`src/rtl/wave_capture_multi.sv`:
```
// Waveform capture for the scope display path.
// Watches the codec sample stream and arms on a trigger: a rising or falling level crossing, or
// free-run. It then writes one frame of decimated, display-scaled samples into the half of a
// ping-pong RAM that the display is not reading. When the frame is complete it flips read_index,
// but only once the display reports idle.
//
// Ports
//   clk               system clock
//   reset             synchronous, active-high reset
//   new_sample_ready  one-cycle strobe qualifying new_sample_in
//   new_sample_in     signed sample
//   trig_mode         00 rising, 01 falling, 10 free-run, 11 rising
//   trig_level        signed trigger threshold
//   decim             keep 1 of every (decim+1) samples, latched at trigger
//   wave_display_idle display is not reading the RAM; flip allowed
//   write_address     {~read_index, frame index}
//   write_enable      RAM write strobe, one cycle per stored sample
//   write_sample      display-scaled sample
//   read_index        RAM half the display reads
//   capture_active    a frame is being captured
//   frame_done        one-cycle pulse coincident with the read_index toggle
module wave_capture_multi #(
  parameter int unsigned SAMPLE_WIDTH = 16,
  parameter int unsigned ADDR_WIDTH   = 8,
  parameter int unsigned OUT_WIDTH    = 8,
  parameter int unsigned DECIM_WIDTH  = 4
) (
  input  logic                    clk,
  input  logic                    reset,
  input  logic                    new_sample_ready,
  input  logic [SAMPLE_WIDTH-1:0] new_sample_in,
  input  logic [1:0]              trig_mode,
  input  logic [SAMPLE_WIDTH-1:0] trig_level,
  input  logic [DECIM_WIDTH-1:0]  decim,
  input  logic                    wave_display_idle,
  output logic [ADDR_WIDTH:0]     write_address,
  output logic                    write_enable,
  output logic [OUT_WIDTH-1:0]    write_sample,
  output logic                    read_index,
  output logic                    capture_active,
  output logic                    frame_done
);

  typedef enum logic [1:0] {StArmed, StCapture, StWaitFlip} state_e;

  // Full-scale positive display code; subtracting from it inverts the axis so that positive
  // samples plot upward.
  localparam logic [OUT_WIDTH-1:0] MidCode = {1'b0, {(OUT_WIDTH-1){1'b1}}};

  state_e                         state_q, state_d;
  logic signed [SAMPLE_WIDTH-1:0] curr_q;
  logic [1:0]                     hist_cnt_q;
  logic [DECIM_WIDTH-1:0]         decim_lat_q, decim_lat_d;
  logic [DECIM_WIDTH-1:0]         decim_cnt_q, decim_cnt_d;
  logic [ADDR_WIDTH-1:0]          index_q;

  logic                           history_valid;
  logic                           rise_hit, fall_hit, trig_hit;
  logic                           store, flip;
  logic [OUT_WIDTH-1:0]           sample_top, sample_scaled;

  // curr_q is the previous sample relative to the incoming strobe. With at least one earlier
  // strobe, this strobe completes the two-sample history needed for a crossing test.
  assign history_valid = (hist_cnt_q != 2'd0);

  assign rise_hit = (curr_q < $signed(trig_level)) &&
                    ($signed(new_sample_in) >= $signed(trig_level));
  assign fall_hit = (curr_q >= $signed(trig_level)) &&
                    ($signed(new_sample_in) < $signed(trig_level));

  assign sample_top    = new_sample_in[SAMPLE_WIDTH-1 -: OUT_WIDTH];
  assign sample_scaled = MidCode - sample_top;

  assign flip = (state_q == StWaitFlip) && wave_display_idle;

  always_comb begin
    trig_hit = 1'b0;
    case (trig_mode)
      2'b01:   trig_hit = history_valid && fall_hit;
      2'b10:   trig_hit = 1'b1;
      default: trig_hit = history_valid && rise_hit;
    endcase
  end

  always_comb begin
    state_d     = state_q;
    store       = 1'b0;
    decim_lat_d = decim_lat_q;
    decim_cnt_d = decim_cnt_q;
    unique case (state_q)
      StArmed: begin
        if (new_sample_ready && trig_hit) begin
          // The triggering sample itself is stored at index 0.
          state_d     = StCapture;
          store       = 1'b1;
          decim_lat_d = decim;
          decim_cnt_d = decim;
        end
      end
      StCapture: begin
        if (new_sample_ready) begin
          if (decim_cnt_q == '0) begin
            store       = 1'b1;
            decim_cnt_d = decim_lat_q;
            if (&index_q) begin
              state_d = StWaitFlip;
            end
          end else begin
            decim_cnt_d = decim_cnt_q - 1'b1;
          end
        end
      end
      StWaitFlip: begin
        if (wave_display_idle) begin
          state_d = StArmed;
        end
      end
      default: state_d = StArmed;
    endcase
  end

  always_ff @(posedge clk) begin
    if (reset) begin
      state_q        <= StArmed;
      curr_q         <= '0;
      hist_cnt_q     <= 2'd0;
      decim_lat_q    <= '0;
      decim_cnt_q    <= '0;
      index_q        <= '0;
      write_address  <= '0;
      write_enable   <= 1'b0;
      write_sample   <= '0;
      read_index     <= 1'b0;
      capture_active <= 1'b0;
      frame_done     <= 1'b0;
    end else begin
      state_q     <= state_d;
      decim_lat_q <= decim_lat_d;
      decim_cnt_q <= decim_cnt_d;
      if (new_sample_ready) begin
        curr_q <= $signed(new_sample_in);
        if (hist_cnt_q != 2'd2) begin
          hist_cnt_q <= hist_cnt_q + 2'd1;
        end
      end
      write_enable <= store;
      if (store) begin
        write_address <= {~read_index, index_q};
        write_sample  <= sample_scaled;
        index_q       <= index_q + 1'b1;
      end
      // Kept high through the cycle that carries the final write.
      capture_active <= (state_d == StCapture) || store;
      read_index     <= read_index ^ flip;
      frame_done     <= flip;
    end
  end

endmodule

```
`config.mk`:
```
export PLATFORM = sky130hd
export DESIGN_NAME = wave_capture_multi
export DESIGN_NICKNAME = d
export VERILOG_FILES = /design/src/rtl/wave_capture_multi.sv
export SDC_FILE = /design/constraint.sdc
export NUM_CORES = 1
export LEC_CHECK = 0
export BUFFER_PORTS_ARGS = -buffer_cell sky130_fd_sc_hd__buf_2
export CAP_MARGIN = 25
export CORE_UTILIZATION = 50
export CTS_CLUSTER_SIZE = 24
export DETAILED_ROUTE_END_ITERATION = 12
export PLACE_DENSITY = 0.74
export REMOVE_ABC_BUFFERS = 1
export SETUP_SLACK_MARGIN = 0.2
export SLEW_MARGIN = 0
export SYNTH_ARGS = -nofsm -noshare
export SYNTH_HDL_FRONTEND = slang
export SYNTH_SLANG_ARGS = --single-unit
```
`constraint.sdc`:
```
create_clock -name clk -period 2.7 [get_ports clk]
set_clock_uncertainty 0.05 [all_clocks]
set_input_delay 0.27 -clock clk [delete_from_list [all_inputs] [get_ports clk]]
set_output_delay 0.27 -clock clk [all_outputs]
set_load 0.005 [all_outputs]
```
==> flow_metrics.py <==
metrics = {
    "cts": {
        "insertion_delay_ns": 0.34,
        "numCtsBuffers": 9,
        "holdBufCountCts": 0,
        "cts_htree_levels": 3,
        "clockBufferDepth": 2,
        "cts_sinks": 57,
        "clockRootBuffer": "clkbuf_8",
        "cts_tree": "yes",
        "clk_pin_slew_ns": 0.06,
    },
    "critical_path": {
        "rrSetupSlack_ns": -0.06,
        "path_class": "input port to flop",
        "worstReg2RegEnd": "index_q[6]$_SDFFE_PP0P_",
        "r2r_cells": 11,
        "critPathRequiredTime_ns": 2.87,
        "r2r-start": "curr_q[9]$_SDFFE_PP0P_",
        "startpoint_type": "input port",
        "worstPathMaxFanout": 3,
        "arrival_ns": 2.95,
        "startpoint": "new_sample_in[9]",
        "crit_path_end": "index_q[2]$_SDFFE_PP0P_",
        "end_kind": "flop",
    },
    "power": {
        "internal_power_uw": 1659,
        "power_frac_clock": 0.362,
        "switching_share": 0.2858,
        "power_density_nw_per_um2": 493.8,
        "pwr-share-seq": 0.396,
        "switchingPower_uw": 663.9,
        "ir_drop_v": 0.0003484,
        "combPwrFrac": 0.242,
        "fin_total_pwr_uw": 2323,
        "total_leakage_power_uw": 0.002069,
    },
    "place": {
        "pre_cts_ws_ns": -0.4545,
        "dp.cells": 557,
        "gpl.final_weighted_congestion": 0.8334,
        "placed_area_um2": 3990,
        "hpwl_um": 5782,
        "port_buffers": 62,
    },
    "drt": {
        "wire_per_inst_um": 15.79,
        "drtAntennaViolNets": 0,
        "drt-pass1-iter-count": 5,
        "routed_via_density": 5.696,
        "drtIter0Drc": 113,
        "remaining_drc_errors": 0,
        "drt_wl_total_um": 9189,
        "vias": 3315,
    },
    "min_path": {
        "hp-class": "input port to flop",
    },
    "synth": {
        "synth_flop_cell": "dfxtp_1",
        "yosys_register_bits": 57,
        "async_flop_share": 0,
        "synth-edff-count": 0,
        "syn_area_per_cell_um2": 8.536,
        "netlist_area_um2": 3312,
        "syn_inst": 388,
        "ys_seq_area_frac": 0.3445,
        "synth.distinct_cells": 50,
        "yosys_warnings": 0,
    },
    "flow_run": {
        "cap_violations": 0,
    },
    "outcome": {
        "violations": "setup timing",
        "status": "finished, violations left",
    },
    "die": {
        "fp.dieArea_um2": 6953,
        "die_w_um": 83.39,
        "start_util": 0.5186,
        "boundaryPins": 63,
        "num_rows": 29,
        "die_y_um": 83.39,
        "core_area_um2": 6386,
    },
    "timing": {
        "max_freq_mhz": 360.4,
        "worst_pin_slew_ns": 0.9827,
        "hold_viol_final": 0,
        "setup_viol": 16,
        "fin_ws_ns": -0.07506,
        "finalCriticalPeriod_ns": 2.775,
        "slew_violations": 0,
        "setup_tns_ns": -0.3726,
        "finalCritPeriodShare": 1.028,
        "rsz0062_at_grt": "yes",
        "slew-limit-headroom": 0.3448,
    },
    "finish": {
        "antennaDiodeCount": 0,
        "stdcell_count": 582,
        "nets": 578,
        "syn_to_final_growth_pct": 42.05,
        "stdcell_area_um2": 4705,
        "layout-drive-gt1-share": 0.4000,
    },
    "global_route": {
        "grt_overflow": 0,
        "grt_pass1_vias": 3272,
        "antenna_found_initial": 0,
        "grt_usage": 0.2614,
        "grt_first_pass_wirelength_um": 14720,
        "grt_max_degree": 49,
    },
}
==> state kept, by name, summed over array words and instances, names as in the netlist, 2 cells and up <==
name and cells:
curr_q 16, write_address 9, index_q 8, write_sample 8, decim_cnt_q 4, decim_lat_q 4
hist_cnt_q 2, state_q 2
==> synthesized netlist by cell type (2+ instances only) <==
cell      count  area share
a21o_1       12       0.027
nor2b_1       8       0.015
buf_6         2      0.0068
buf_1         2      0.0023
clkbuf_1     11       0.012
nand2b_1      4      0.0076
a21oi_1      42       0.063
nand4_1       8       0.015
inv_1        25       0.028
mux2i_1      22       0.066
nor2_1       45       0.051
a22oi_1       2      0.0045
buf_2         2      0.0030
mux2_2        5       0.017
ha_1         36        0.14
nand3_1      25       0.038
nor3_1        9       0.014
a211oi_1      5       0.011
nor3b_1       2      0.0045
dfxtp_1      57        0.34
nand2_1      18       0.020
and3_1        2      0.0038
o21ai_0      15       0.023
nor4_1        3      0.0057
==> cell usage in the layout (no fill, tap or decap), types with 4 or more instances in the layout <==
| cell type | count |
|---|---|
| buf_2 | 61 |
| mux2i_1 | 21 |
| dfxtp_1 | 53 |
| inv_1 | 22 |
| nand2b_1 | 4 |
| ha_4 | 6 |
| a21oi_1 | 26 |
| buf_6 | 9 |
| buf_4 | 45 |
| o21ai_0 | 8 |
| a21oi_2 | 14 |
| dfxtp_2 | 4 |
| o21ai_1 | 6 |
| clkbuf_8 | 12 |
| nand2_1 | 17 |
| nor2b_1 | 7 |
| nand3_2 | 9 |
| nor2_1 | 43 |
| ha_1 | 30 |
| nand3_1 | 14 |
| a21o_1 | 12 |
| nor3_1 | 6 |
| nand4_1 | 8 |
==> area by class of cell <==
class                   instances  area (µm²)
flip-flops and latches         57        1146
fillers                       459        1682
well taps                      77       96.34
multi-input cells             289        2349
clock inverters                 2       35.03
inverters                      25       98.84
repair buffers                118       807.0
clock buffers                  14       172.7
==> worst max-delay path, cell delays in order <==
cell	delay, ns
buf_2	0.11
ha_1	0.33
a21o_1	0.20
nand3_1	0.09
a21oi_1	0.07
or4_4	0.53
mux2_4	0.33
o221ai_4	0.21
buf_6	0.16
a21oi_4	0.06
o211ai_1	0.26
mux2_4	0.32
==> per-stage QoR <==
stage	util	hold slack, ns
floorplan	-	0.2824
global placement	0.6248	0.3972
detailed placement	0.6248	0.4022
CTS	0.6967	0.1376
global route	0.7367	0.1462
finish	0.7367	0.1397
==> repair_timing <==
item,4_1_cts,5_1_grt
endpoints found under the setup margin,36,36
pin swaps,26,30
buffers inserted,6,2
resized for setup,38,57
gates cloned,1,0
==> metal layers <==
metal	track usage	wire length [µm]	part of all wire
met5	0	0	0
met4	0.1129	181	0.020
met3	0.04970	342	0.037
met1	0.3062	3878	0.42
met2	0.4627	4786	0.52
==> worst min-delay path by stage <==
stage	startpoint	slack (ns)	cells after the start	end
3_3_place_gp	write_sample[2]$_SDFFE_PP0P_	0.40	2	write_sample[2]$_SDFFE_PP0P_
6_report	decim[2]	0.14	3	decim_lat_q[2]$_SDFFE_PP0P_
3_5_place_dp	write_sample[1]$_SDFFE_PP0P_	0.40	2	write_sample[1]$_SDFFE_PP0P_
4_1_cts	decim[1]	0.14	3	decim_lat_q[1]$_SDFFE_PP0P_
5_1_grt	new_sample_in[2]	0.15	3	curr_q[2]$_SDFFE_PP0P_
2_1_floorplan	reset	0.28	1	write_sample[6]$_SDFFE_PP0P_
==> power by group through the flow <==
stage                     clock [µW]  combinational, µW  sequential [µW]
after floorplan                    0                251              927
after global placement             0                427              930
after detailed placement           0                441              932
after CTS                        849                492              916
after global routing             885                616              925
final                            841                562              920
==> logic make-up after synthesis <==
logic type / after synthesis / share of synthesized area
fa+ha+maj: 36 / 0.1360
simple gates: 128 / 0.1840
compound gates: 95 / 0.1904
flops: 57 / 0.3445
buf+inv: 42 / 0.05289
xor+xnor: 2 / 0.005290
mux: 28 / 0.08689
Note: power is estimated with default switching activity, not from simulation.
